**config.mk**
```make
export PLATFORM = sky130hd
export DESIGN_NAME = elevator_car_controller
export DESIGN_NICKNAME = d
export VERILOG_FILES = /design/src/rtl/elevator_car_controller.sv
export SDC_FILE = /design/constraint.sdc
export NUM_CORES = 1
export LEC_CHECK = 0
export ABC_CLOCK_PERIOD_IN_PS = 6700
export BUFFER_PORTS_ARGS = -buffer_cell sky130_fd_sc_hd__buf_4
export CELL_PAD_IN_SITES_DETAIL_PLACEMENT = 1
export CELL_PAD_IN_SITES_GLOBAL_PLACEMENT = 2
export CORE_MARGIN = 1.5
export CORE_UTILIZATION = 37
export DETAILED_ROUTE_END_ITERATION = 8
export PLACE_DENSITY = 0.93
export SYNTH_ARGS = -nofsm -noshare
export SYNTH_HDL_FRONTEND = slang
export SYNTH_SLANG_ARGS = --single-unit
export TNS_END_PERCENT = 20
```
**constraint.sdc**
```tcl
create_clock -name clk -period 6.7 [get_ports clk]
set_input_delay 2.01 -clock clk [delete_from_list [all_inputs] [get_ports clk]]
set_output_delay 2.01 -clock clk [all_outputs]
set_load 0.02 [all_outputs]
```
**src/rtl/elevator_car_controller.sv**
```systemverilog
// Per-car SCAN controller: latches hall/car calls, moves one floor per travel
// period, opens doors at requested floors and reports a 2-bit car state.
module elevator_car_controller #(
  parameter int unsigned FLOORS       = 6,
  parameter int unsigned FLOOR_W      = 3,
  parameter int unsigned TRAVEL_TICKS = 750,
  parameter int unsigned DOOR_TICKS   = 1500,
  parameter int unsigned TMR_W        = 12
) (
  input  logic               clk,
  input  logic               rst,
  input  logic [1:0]         sim_state,
  input  logic [2:0]         sim_speed,
  input  logic [FLOORS-1:0]  floors_requested,
  input  logic [FLOORS-1:0]  floor_destinations,
  output logic [1:0]         car_state,
  output logic [FLOOR_W-1:0] car_floor,
  output logic [FLOORS-1:0]  served
);

  localparam logic [TMR_W-1:0] TRAVEL_LIM = TMR_W'(TRAVEL_TICKS);
  localparam logic [TMR_W-1:0] DOOR_LIM   = TMR_W'(DOOR_TICKS);

  typedef enum logic [1:0] {
    ST_IDLE  = 2'b00,
    ST_UP    = 2'b01,
    ST_DOWN  = 2'b10,
    ST_DOORS = 2'b11
  } state_t;

  state_t             state, state_n;
  logic               dir_up, dir_up_n;
  logic [TMR_W-1:0]   timer, timer_n, timer_inc;
  logic [FLOOR_W-1:0] floor_n, eval_floor;
  logic [FLOORS-1:0]  pending, pending_n, served_n;
  logic               clear, paused, expire, eval, prefer_up, above, below;

  function automatic logic req_above(input logic [FLOORS-1:0] p, input logic [FLOOR_W-1:0] f);
    logic r;
    r = 1'b0;
    for (int unsigned i = 0; i < FLOORS; i++)
      if (FLOOR_W'(i) > f) r = r | p[i];
    return r;
  endfunction

  function automatic logic req_below(input logic [FLOORS-1:0] p, input logic [FLOOR_W-1:0] f);
    logic r;
    r = 1'b0;
    for (int unsigned i = 0; i < FLOORS; i++)
      if (FLOOR_W'(i) < f) r = r | p[i];
    return r;
  endfunction

  assign clear  = (sim_state == 2'b00);
  assign paused = sim_state[1];

  // State register; every output comes straight from a flop.
  always_ff @(posedge clk) begin
    if (rst) begin
      state     <= ST_IDLE;
      dir_up    <= 1'b1;
      timer     <= '0;
      car_floor <= '0;
      pending   <= '0;
      served    <= '0;
    end else begin
      state     <= state_n;
      dir_up    <= dir_up_n;
      timer     <= timer_n;
      car_floor <= floor_n;
      pending   <= pending_n;
      served    <= served_n;
    end
  end

  assign car_state = state;

  // Next state: timer advance, arrival handling and the SCAN decision.
  always_comb begin
    state_n    = state;
    dir_up_n   = dir_up;
    timer_n    = timer;
    floor_n    = car_floor;
    served_n   = '0;
    pending_n  = pending | floors_requested | floor_destinations;
    timer_inc  = timer + TMR_W'(sim_speed);
    expire     = 1'b0;
    eval       = 1'b0;
    eval_floor = car_floor;
    prefer_up  = dir_up;
    above      = 1'b0;
    below      = 1'b0;

    if (clear) begin
      state_n   = ST_IDLE;
      dir_up_n  = 1'b1;
      timer_n   = '0;
      floor_n   = '0;
      pending_n = '0;
    end else if (!paused) begin
      case (state)
        ST_IDLE: begin
          eval      = 1'b1;
          prefer_up = 1'b1;
        end
        ST_UP, ST_DOWN: begin
          expire = (timer_inc >= TRAVEL_LIM);
          if (expire) begin
            eval       = 1'b1;
            eval_floor = (state == ST_UP) ? car_floor + FLOOR_W'(1)
                                          : car_floor - FLOOR_W'(1);
            floor_n    = eval_floor;
          end else begin
            timer_n = timer_inc;
          end
        end
        ST_DOORS: begin
          expire = (timer_inc >= DOOR_LIM);
          // A fresh call for this floor keeps the doors open and re-announces it.
          if (pending[car_floor]) begin
            served_n             = FLOORS'(1) << car_floor;
            pending_n[car_floor] = 1'b0;
            timer_n              = '0;
          end else if (expire) begin
            eval = 1'b1;
          end else begin
            timer_n = timer_inc;
          end
        end
        default: ;
      endcase

      above = req_above(pending, eval_floor);
      below = req_below(pending, eval_floor);

      if (eval) begin
        timer_n = '0;
        if (pending[eval_floor]) begin
          state_n               = ST_DOORS;
          served_n              = FLOORS'(1) << eval_floor;
          pending_n[eval_floor] = 1'b0;
        end else if ((prefer_up && above) || (!prefer_up && !below && above)) begin
          state_n  = ST_UP;
          dir_up_n = 1'b1;
        end else if (below) begin
          state_n  = ST_DOWN;
          dir_up_n = 1'b0;
        end else begin
          state_n = ST_IDLE;
        end
      end
    end
  end

endmodule

```
After elaboration in Yosys (flattened, before gate mapping)
Index checks and enable logic that the tools add are counted.

Flip-flop bits (word level): 30. Input bits: 19. Output and inout port bits: 11. Logic and storage cells: 149.

$add $sub $neg: 3. $lt $le $gt $ge: 18. Equality and inequality tests: 5. Shift-type cells: 2. Muxes and demuxes: 79. Bitwise operators: 18. Reductions and logical operators: 18.

Operators with widths (count): 6-bit 2-to-1 mux (11); 1-bit 2-to-1 mux (50); 12-bit 2-to-1 mux (4); 12-bit case mux with 2 select lines (1); 3-bit 2-to-1 mux (5); 12-bit by 3-bit adder with 12-bit output (1); 6-bit AND (2); 12-bit by 10-bit >= comparator with 1-bit output (second input constant) (1); 12-bit by 11-bit >= comparator with 1-bit output (second input constant) (1); 6-bit NOT (2); 6-bit bitwise OR (2); 1-bit by 3-bit left shift with 6-bit output (first input constant) (2); 1-bit bitwise OR (10); 3-bit by 4-bit < comparator with 1-bit output (second input constant) (2); 4-bit AND reduction (2); 1-bit binary-select mux with 3-bit select (2); 1-bit demux with 3-bit select (2); 3-bit by 1-bit >= comparator with 1-bit output (second input constant) (2); 1-bit by 3-bit greater-than comparator with 1-bit output (first input constant) (2); 2-bit by 3-bit greater-than comparator with 1-bit output (first input constant) (2); 3-bit greater-than comparator (first input constant) (2); 1-bit by 3-bit < comparator with 1-bit output (first input constant) (2); 2-bit by 3-bit < comparator with 1-bit output (first input constant) (2); 3-bit < comparator (first input constant) (2); other kinds (18) (29).

Depth between registers and ports, before layout
Gate-level depths: netlist of the first run.

Word-level depth: 36. Mapped depth: 13.

Least setup slack after synthesis of the first run
No wires, ideal clock.

Kind: input -> register. Start: input sim_speed[0]. End: register pending[1]. Arrival: 5.105 ns. Data required time: 6.584 ns. Slack: 1.478 ns. Stages: 12. Buffers on the path: 0. Cells stage by stage: ha_1 fa_1 or3b_1 nor4_1 a31o_1 o211a_4 a2111oi_4 nor3_4 o221ai_2 a21o_1 or4_1 o211a_1.

Word-level cells in the longest chain between the ends: 15.

RTL lines: from (decl) (line 13) `input logic [2:0] sim_speed,`; 12-bit by 3-bit adder with 12-bit output * (line 86) `timer_inc = timer + TMR_W'(sim_speed);`; 12-bit by 10-bit >= comparator with 1-bit output (line 107) `expire = (timer_inc >= TRAVEL_LIM);`; 3-bit 2-to-1 mux (2 in series); 3-bit 2-to-1 mux (line 100) `end else if (!paused) begin`; 3-bit 2-to-1 mux (line 94) `if (clear) begin`; 3-bit by 4-bit < comparator with 1-bit output (not written as such) / 3-bit by 1-bit >= comparator with 1-bit output (equally long branches) (line 141) `pending_n[eval_floor] = 1'b0;`; 1-bit logical AND (not written as such) (line 141); 1-bit 2-to-1 mux (not written as such) (line 141); 1-bit demux with 3-bit select (line 141); 6-bit NOT (no source line); 6-bit AND (no source line); 6-bit 2-to-1 mux (line 138) `if (pending[eval_floor]) begin`; 6-bit 2-to-1 mux * (line 136) `if (eval) begin`; 6-bit 2-to-1 mux * (line 100); to (signal assigned) (line 71) `pending <= pending_n;`; to (decl) (line 35) `logic [FLOORS-1:0] pending, pending_n, served_n;`.

Mark *: on every way between the ends. The rest lies on a longest branch, timed or not. The select of a mux whose other input is x is not followed. A chain may end at the register's enable or synchronous reset.

Worst setup path after layout of the first run
Start: input sim_speed[0]. End: register timer[7].

Word-level cells in the longest chain between the ends: 9.

RTL lines: 12-bit by 3-bit adder with 12-bit output * (line 86); 12-bit by 11-bit >= comparator with 1-bit output (line 118) `expire = (timer_inc >= DOOR_LIM);`; 1-bit 2-to-1 mux (line 124) `end else if (expire) begin`; 1-bit 2-to-1 mux (line 120) `if (pending[car_floor]) begin`; 1-bit case mux with 3 select lines (line 101) `case (state)`; 1-bit 2-to-1 mux (line 100); 1-bit 2-to-1 mux (line 94); 4-bit != test (no source line) (tied with other cells); 4-bit AND reduction (no source line); to (signal assigned) (line 69) `timer <= timer_n;`; to (decl) (line 33) `logic [TMR_W-1:0] timer, timer_n, timer_inc;`.

Marks and branches as above.

==> results.json, run 1 <==
{
  "outcome": "completed",
  "min_from": "timer[0]$_SDFFE_PP0P_",
  "seqPwrFrac": 0.410,
  "ys_types": 69,
  "switchingPower_uw": 164,
  "globalRoute.totalOverflow": 0,
  "hold_buffers": 0,
  "fin_ws_ns": 1.11,
  "syn_area_mm2": 0.00256,
  "dieArea_mm2": 0.00743,
  "r2r_cells": 10,
  "max_cap_viol_count": 0,
  "ctsHtreeMaxLevel": 2,
  "antenna_found_initial": 0,
  "syn-num-nets": 359,
  "cts_tree": "yes",
  "yosysSeqAreaShare": 0.234,
  "port_buffers": 29,
  "clkSlewWorstSetupHoldPaths_ns": 0.08,
  "layout_common_cells": "33 x nor2_1, 30 x dfxtp_1, 30 x buf_4, 26 x a21oi_1, 24 x nand2_1",
  "fin_tns_setup_ns": 0,
  "crit_path_start_kind": "input port",
  "synth_top_flop_cell": "dfxtp_1",
  "rrSetupSlack_ns": 2.51,
  "drt_wl_total_mm": 8.61,
  "first_iter_violations": 115,
  "drc_errors": 0,
  "cts_resized": 0,
  "drtPass1Iterations": 4,
  "place_congestion": 0.871,
  "cts.path.max_buffers": 2,
  "rsz0062_at_grt": "no",
  "cts_buffers": 5,
  "arrival_ns": 5.79,
  "drive_above_1_share": 0.170,
  "final_common_cell": "nor2_1",
  "skew_ns": 0.0100,
  "syn_area_per_cell_um2": 7.74,
  "hold_path_depth": 2,
  "area_growth_pct": 12.5,
  "path_class": "in -> reg",
  "cts_sinks": 30,
  "hold_path_class": "reg -> reg",
  "core.rowCount": 30,
  "place_ws_ns": 0.843,
  "io_pins": 30,
  "relSlewSlack": 0.505,
  "viasPerCell": 6.36,
  "r2r-end": "pending[1]$_SDFF_PP0_",
  "cts_root_buffer": "clkbuf_8",
  "period_minus_slack_ns": 5.59,
  "synth_edf_count": 0,
  "hold_end": "timer[0]$_SDFFE_PP0P_",
  "grt_use_total": 0.240,
  "slew_viol_final": 0,
  "p_per_area_mw_per_mm2": 164,
  "die_w_um": 86.2,
  "num_vias": 2723,
  "ys_warn_count": 0,
  "post_drt_wl_per_cell_um": 20.1,
  "grt_pass1_vias": 2743,
  "post-cts-setup-buffers": 0,
  "use_met3": 0.0590,
  "diodes": 0,
  "initial_core_util": 0.379,
  "worstPathRequired_ns": 6.91,
  "synth-seq-cells": 30,
  "cp_max_fo": 12,
  "dp_hpwl_mm": 6.33,
  "ir_drop_v": 0.0000890,
  "fin_crit_sh": 0.834,
  "sw_frac_of_total": 0.347,
  "fp.dieH_um": 86.2,
  "cp-end-kind": "register",
  "grt_use_met1": 0.298,
  "gr-usage-met2": 0.407,
  "synth-async-reset-ratio": 0,
  "r2r-start": "car_floor[0]$_SDFFE_PP0N_",
  "grt_pass1_wl_mm": 14.0,
  "detail-route-antenna-nets": 0,
  "max_slew.worst_pin.slew_ns": 0.742,
  "pwr-share-clk": 0.345,
  "coreArea_mm2": 0.00676,
  "p_comb_frac": 0.244,
  "synth_cells": 331,
  "nets": 375,
  "hold_viol": 0,
  "p_int_uw": 308,
  "finalSetupViolCount": 0,
  "p_leak_nw": 1.01,
  "max_freq_ghz": 0.179,
  "clock_latency_ns": 0.30,
  "grt_max_degree": 19,
  "busiest_layer": "met2"
}
==> synthesized netlist by cell type, types with 8 or more instances <==
master / instances / area, µm²
a21oi_1: 26 / 130
and3_1: 9 / 56.3
clkbuf_1: 12 / 45.0
dfxtp_1: 30 / 601
inv_1: 11 / 41.3
nand2_1: 24 / 90.1
nand3_1: 16 / 80.1
nor2_1: 33 / 124
nor3_1: 17 / 85.1
o21ai_0: 14 / 70.1
or3_1: 8 / 50.1
==> cell families after synthesis <==
| group | share of synthesized area |
|---|---|
| AO/OA/AOI/OAI | 0.336 |
| XOR/XNOR | 0.0200 |
| adder cells (fa/ha/maj) | 0.0498 |
| buffers and inverters | 0.0537 |
| flip-flops | 0.234 |
| multiplexers | 0.0156 |
| AND/OR/NAND/NOR | 0.291 |
==> worst max path at each step <==
stage | from | to | slack, ns | cells after the start
finish | sim_speed[0] | timer[7]$_SDFFE_PP0P_ | 1.11 | 12
CTS | sim_speed[0] | timer[7]$_SDFFE_PP0P_ | 1.14 | 12
global route | sim_speed[0] | timer[7]$_SDFFE_PP0P_ | 0.82 | 12
global placement | sim_speed[0] | pending[1]$_SDFF_PP0_ | 0.88 | 13
detailed placement | sim_speed[0] | timer[7]$_SDFFE_PP0P_ | 0.84 | 12
floorplan | sim_speed[0] | pending[1]$_SDFF_PP0_ | 1.48 | 12
==> worst max-delay path, cell delays in order <==
cell	delay, ns
buf_4	0.11
ha_1	0.24
fa_1	0.51
a21oi_4	0.32
or3_1	0.18
o221ai_2	0.12
a211oi_2	0.44
o21ai_1	0.29
a221oi_2	0.56
and3_1	0.55
o21ai_0	0.17
a311oi_1	0.30
==> metal layers <==
metal | share of wire | wire, µm
met4 | 0.020 | 171
met1 | 0.45 | 3830
met3 | 0.049 | 419
met5 | 0 | 0
met2 | 0.49 | 4180
==> registers in the layout, indices dropped and copies added (netlist names) <==
name       cells
timer         12
pending        6
served         6
car_floor      3
car_state      2
dir_up         1
==> layout make-up <==
type / count / area [µm²]
inverters: 11 / 41.3
fillers: 842 / 3870
well taps: 80 / 100
multi-input cells: 269 / 1820
clock inverters: 1 / 5.00
repair buffers: 30 / 225
flip-flops and latches: 30 / 601
clock buffers: 7 / 86.3
==> power groups by stage <==
stage | Combinational (mW) | Clock (mW) | Sequential [mW]
CTS | 0.114 | 0.163 | 0.194
detailed placement | 0.113 | 0 | 0.198
floorplan | 0.0768 | 0 | 0.195
finish | 0.115 | 0.163 | 0.194
global route | 0.127 | 0.174 | 0.194
global placement | 0.111 | 0 | 0.197
==> metrics by stage <==
step / hold slack, ns / util / area, µm² / std cells / total power, mW
5_1_grt: 0.582 / 0.427 / 2880 / 428 / 0.495
4_1_cts: 0.531 / 0.427 / 2880 / 428 / 0.471
2_1_floorplan: 0.467 / - / 2560 / 331 / 0.271
3_3_place_gp: 0.495 / 0.413 / 2790 / 420 / 0.309
3_5_place_dp: 0.515 / 0.413 / 2790 / 420 / 0.311
6_report: 0.535 / 0.427 / 2880 / 428 / 0.472
(Power assumes the default switching activity.)
==> run 2, diff against run 1 <==
- ABC_CLOCK_PERIOD_IN_PS: 6700 -> 5600
- CORE_UTILIZATION: 37 -> 34
- PLACE_DENSITY: 0.93 -> 0.87
- clock period: 6.7 -> 5.6 ns (I/O delays scaled with it)
==> run 2 against run 1 <==
Net effect:
- wire length is 0.69% lower
- sequential share of layout area is 0.68 points lower
- total power grew 27%
- final cell count increased by 5.8%
- non-clock buffer count grew 7
- global-route usage is 1.9 points lower
- clock skew shrank 0.0048 ns
- cell area increased by 3.4%
- critical path type unchanged
- highest routed layer unchanged
==> results.json, run 2 (same netlist as run 1, synthesis figures left out) <==
{
  "p_comb_frac": 0.234,
  "relSlewSlack": 0.560,
  "drt_wl_total_mm": 8.55,
  "coreArea_mm2": 0.00725,
  "dieArea_mm2": 0.00807,
  "arrival_ns": 5.33,
  "fin_cells": 453,
  "place_ws_ns": 0.189,
  "final_common_cell": "buf_4",
  "finalSetupViolCount": 0,
  "drc_errors": 0,
  "cp-end-kind": "register",
  "largest_register_ff_count": 12,
  "placed_cells": 446,
  "worstPathRequired_ns": 5.78,
  "cts_resized": 0,
  "globalRoute.totalOverflow": 0,
  "grt_max_degree": 19,
  "crit_path_start_kind": "input port",
  "postLayoutCoreUtil": 0.411,
  "largest_register": "timer",
  "fillers": 905,
  "largestRegisters": "timer: 12 flops, pending: 6 flops, served: 6 flops",
  "initial_core_util": 0.353,
  "die_w_um": 89.8,
  "sw_frac_of_total": 0.308,
  "crit_family": "simple AND/OR/NAND/NOR gates",
  "period_minus_slack_ns": 5.16,
  "cp_max_fo": 8,
  "fin_tns_setup_ns": 0,
  "seqPwrFrac": 0.386,
  "io_pins": 30,
  "grt_use_total": 0.221,
  "clkSlewWorstSetupHoldPaths_ns": 0.07,
  "grt_pass1_wl_mm": 14.5,
  "path_class": "in -> reg",
  "fin_crit_sh": 0.921,
  "dp_hpwl_mm": 6.49,
  "crit_buf_inv": 1,
  "hold_buffers": 0,
  "post-cts-setup-buffers": 0,
  "skew_ns": 0.00524,
  "first_iter_violations": 139,
  "diodes": 0,
  "p_per_area_mw_per_mm2": 201,
  "drive_above_1_share": 0.186,
  "drtPass1Iterations": 4,
  "max_cap_viol_count": 0,
  "cts.path.max_buffers": 2,
  "slew_viol_final": 0,
  "place_congestion": 0.878,
  "cts_root_buffer": "clkbuf_8",
  "post_drt_wl_per_cell_um": 18.9,
  "num_vias": 2763,
  "max_slew.worst_pin.slew_ns": 0.659,
  "core.rowCount": 31,
  "cts_sinks": 30,
  "layout_common_cells": "37 x buf_4, 33 x nor2_1, 30 x dfxtp_1, 26 x a21oi_1, 24 x nand2_1",
  "ctsHtreeMaxLevel": 2,
  "fp.dieH_um": 89.8,
  "clock_latency_ns": 0.28,
  "hold_viol": 0,
  "p_int_uw": 415,
  "cts_buffers": 5,
  "hold_path_class": "reg -> reg",
  "area_growth_pct": 16.3,
  "cts_tree": "yes",
  "p_leak_nw": 1.05,
  "max_freq_ghz": 0.194,
  "nets": 382,
  "ir_drop_v": 0.0000931,
  "slowest_delay_ns": 0.55,
  "grt_pass1_vias": 2874,
  "viasPerCell": 6.10,
  "crit_chain": "buf_4, ha_1, fa_1, or3b_1, nor4_1, o21a_1, a211o_2, a2111oi_4, nor3_4, o221ai_2, a21o_1, or4_1, o211a_1",
  "switchingPower_uw": 185,
  "outcome": "completed",
  "fin_ws_ns": 0.443,
  "antenna_found_initial": 0,
  "port_buffers": 29,
  "cpMaxStageDelayCell": "or4_1",
  "detail-route-antenna-nets": 0,
  "rsz0062_at_grt": "no",
  "pwr-share-clk": 0.380
}
[run 2: changes by cell type in the layout (fill, tap and decap cells not counted), sizes merged]
cell,change
bufinv,+1
buf,+7
clkbuf,-1
clkinv,-1
[run 2: area by class of cell]
type / instances / area, µm² / share of cell area
multi-input cells: 269 / 1820 / 0.612
flip-flops and latches: 30 / 601 / 0.202
clock inverters: 1 / 30.0 / 0.0101
repair buffers: 37 / 278 / 0.0932
clock buffers: 6 / 82.6 / 0.0277
inverters: 11 / 41.3 / 0.0139
well taps: 99 / 124 / 0.0416
[run 2: power by group through the flow]
stage	Sequential [mW]	Clock, mW	Combinational (mW)
2_1_floorplan	0.233	0	0.0919
3_3_place_gp	0.236	0	0.136
3_5_place_dp	0.236	0	0.138
4_1_cts	0.231	0.235	0.139
5_1_grt	0.232	0.242	0.155
6_report	0.231	0.228	0.140
[run 2: final timing paths]
kind	from	end	slack [ns]	cells past startpoint
max	sim_speed[0]	pending[1]$_SDFF_PP0_	0.44	13
min	timer[10]$_SDFFE_PP0P_	timer[10]$_SDFFE_PP0P_	0.54	2
max reg2reg	car_floor[0]$_SDFFE_PP0N_	pending[1]$_SDFF_PP0_	1.56	10
min reg2reg	timer[10]$_SDFFE_PP0P_	timer[10]$_SDFFE_PP0P_	0.54	2
[run 2: metal layers]
metal,up-vias,part of all wire,global-route usage
met5,-,0,0
met4,0,0.014,0.0780
met3,11,0.035,0.0305
met2,59,0.51,0.382
met1,1382,0.44,0.279
li1,1311,-,-
[run 2: worst min-delay path: stages (launching register included)]
cell	delay [ns]
dfxtp_1	0.36
nand2_1	0.08
a21oi_1	0.05
[run 2: metrics by stage]
stage	hold slack (ns)	area [µm²]	total power, mW
after global placement	0.496	2870	0.372
after floorplan	0.467	2560	0.325
after detailed placement	0.519	2870	0.375
after global routing	0.564	2980	0.629
final	0.540	2980	0.600
after CTS	0.532	2980	0.605
==> run 3, diff against run 2 <==
- ABC_AREA: not set -> 1
- CORE_UTILIZATION: 34 -> 31
- PLACE_DENSITY: 0.87 -> 0.88
==> run 3 against run 2 <==
Net effect:
- critical endpoint is now car_state[1]$_SDFFE_PP0P_
- sequential power is 2% higher
- core utilization fell by 3.2 points
- flip-flop and latch count stayed put
- highest routed layer unchanged
- die area decreased by 8.1%
- hold slack worse by 0.069 ns
- combinational power barely moved
- via count is 18% lower
- cell area decreased by 15%
- final cell count shrank 0.66%
- clock power down 18%
- global-route usage shrank 2.7 points
==> results.json, run 3 <==
{
  "grt_use_total": 0.194,
  "drtPass1Iterations": 4,
  "path_class": "in -> reg",
  "hold_end": "dir_up$_SDFFE_PP1P_",
  "syn-num-nets": 363,
  "die_w_um": 86.1,
  "drt_wl_total_mm": 6.69,
  "dp_hpwl_mm": 5.27,
  "syn_area_per_cell_um2": 6.39,
  "cp.depth": 25,
  "synth-seq-cells": 30,
  "core.rowCount": 30,
  "cts_sinks": 30,
  "syn_area_mm2": 0.00214,
  "max_freq_ghz": 0.230,
  "grt_max_degree": 16,
  "p_leak_nw": 1.21,
  "place_ws_ns": 0.979,
  "dpl_cell_area_mm2": 0.00245,
  "hold_viol": 0,
  "place_congestion": 0.870,
  "seq_area_um2": 601,
  "fp.dieH_um": 86.1,
  "whs_ns": 0.471,
  "synth-async-reset-ratio": 0,
  "max_slew.worst_pin.slew_ns": 0.557,
  "min_from": "dir_up$_SDFFE_PP1P_",
  "largest_register_ff_count": 12,
  "synth_common_cells": "96 x nand2_1, 42 x inv_1, 31 x nand3_1",
  "cts.path.max_buffers": 2,
  "globalRoute.totalOverflow": 0,
  "final_common_cell": "nand2_1",
  "synth_cells": 335,
  "fillers": 902,
  "synth_top_area_share": 0.281,
  "hold_path_class": "reg -> reg",
  "dieArea_mm2": 0.00741,
  "crit_family": "simple AND/OR/NAND/NOR gates",
  "largestRegisters": "timer: 12 flops, pending: 6 flops, served: 6 flops",
  "post_drt_wl_per_cell_um": 14.9,
  "antenna_found_initial": 0,
  "r2r-start": "timer[0]$_SDFFE_PP0P_",
  "crit_top_cell": "nand2_1",
  "nets": 397,
  "multi_input_area_mm2": 0.00135,
  "synth.area.top_cells": "dfxtp_1 28%, nand2_1 17%, inv_1 7.4%",
  "cts_buffers": 5,
  "initial_core_util": 0.319,
  "viasPerCell": 5.04,
  "r2r_cells": 24,
  "relSlewSlack": 0.628,
  "p_per_area_mw_per_mm2": 219,
  "cpMaxStageDelayCell": "fa_1",
  "p_int_uw": 369,
  "slowest_delay_ns": 0.43,
  "clkSlewWorstSetupHoldPaths_ns": 0.07,
  "fin_crit_sh": 0.776,
  "cts_tree": "yes",
  "ys_warn_count": 0,
  "ir_drop_v": 0.0000940,
  "ys_types": 30,
  "hold_path_depth": 2,
  "coreArea_mm2": 0.00672,
  "pwr-share-clk": 0.334,
  "max_cap_viol_count": 0,
  "detail-route-antenna-nets": 0,
  "period_minus_slack_ns": 4.35,
  "yosysSeqAreaShare": 0.281,
  "ctsHtreeMaxLevel": 2,
  "hold_buffers": 0,
  "area_growth_pct": 18.9,
  "sw_frac_of_total": 0.339,
  "seqPwrFrac": 0.421,
  "drc_errors": 0,
  "rrSetupSlack_ns": 2.45,
  "p_comb_frac": 0.245,
  "first_iter_violations": 89,
  "synth_top_flop_cell": "dfxtp_1",
  "yosysMostFrequentCell": "nand2_1",
  "crit_path_start_kind": "input port",
  "fin_ws_ns": 1.25,
  "crit_buf_inv": 2,
  "design_area_mm2": 0.00255,
  "skew_ns": 0.00655,
  "finalSetupViolCount": 0,
  "layout_common_cells": "96 x nand2_1, 42 x inv_1, 31 x nand3_1",
  "outcome": "completed",
  "r2r-end": "car_state[1]$_SDFFE_PP0P_",
  "drive_above_1_share": 0.178,
  "clock_latency_ns": 0.29,
  "rsz0062_at_grt": "no",
  "post-cts-setup-buffers": 0,
  "switchingPower_uw": 189,
  "largest_register": "timer",
  "synth.largest_area_cell": "dfxtp_1",
  "slew_viol_final": 0,
  "fin_tns_setup_ns": 0,
  "cp_max_fo": 10,
  "arrival_ns": 4.53,
  "num_vias": 2266,
  "port_buffers": 29,
  "io_pins": 30,
  "worstPathRequired_ns": 5.78,
  "diodes": 0,
  "cp-end-kind": "register",
  "grt_pass1_vias": 2237,
  "grt_pass1_wl_mm": 11.2,
  "cts_resized": 0,
  "cts_root_buffer": "clkbuf_8",
  "synth_edf_count": 0
}
==> run 3: how the worst max path moves through the flow <==
stage / from / slack (ns) / endpoint
final: sim_speed[0] / 1.25 / car_state[1]$_SDFFE_PP0P_
after global routing: sim_speed[0] / 0.95 / car_state[1]$_SDFFE_PP0P_
after CTS: sim_speed[0] / 1.28 / car_state[1]$_SDFFE_PP0P_
after detailed placement: sim_speed[0] / 0.98 / pending[0]$_SDFF_PP0_
after global placement: sim_speed[0] / 1.04 / pending[0]$_SDFF_PP0_
after floorplan: sim_speed[0] / 1.42 / pending[0]$_SDFF_PP0_
==> run 3: through the flow <==
stage               utilization  total power, mW  instances
global placement          0.365            0.375        442
floorplan                     -            0.328        335
CTS                       0.379            0.570        450
finish                    0.379            0.558        450
global route              0.379            0.593        450
detailed placement        0.365            0.376        442
==> run 3: worst min-delay path: cells and delay by family, from the launching register on <==
family          cells  cell delay (ns)
simple gates        1             0.05
flops               1             0.33
compound gates      1             0.06
==> run 3: layout make-up <==
type                            instances  share of cell area
Sequential cell                        30               0.236
Clock inverter                          1             0.00197
Tap cell                               80              0.0393
Clock buffer                            7              0.0339
Multi-Input combinational cell        255               0.530
Inverter                               47              0.0703
Timing Repair Buffer                   30              0.0885
==> run 3: power by group through the flow <==
stage / sequential, mW / combinational, mW / clock, mW
5_1_grt: 0.236 / 0.154 / 0.203
6_report: 0.235 / 0.137 / 0.186
3_3_place_gp: 0.239 / 0.135 / 0
3_5_place_dp: 0.240 / 0.136 / 0
2_1_floorplan: 0.239 / 0.0891 / 0
4_1_cts: 0.235 / 0.137 / 0.198
==> run 3: kinds of logic (layout without fill, tap and decap cells) <==
family,Yosys count,in the layout,share of synthesized area
xor gates and xnor gates,3,3,0.0123
adders and majority gates,9,9,0.0596
DFF,30,30,0.281
buffers and inverters,50,85,0.0888
AOI/OAI and AO/OA,57,57,0.149
and+or+nand+nor,186,186,0.410
==> run 3: metal layers <==
layer	wire length, µm	vias to the layer above	track usage
li1	-	1158	-
met1	3450	1072	0.276
met2	2970	30	0.303
met3	182	6	0.0289
met4	84	0	0.0572
met5	0	-	0
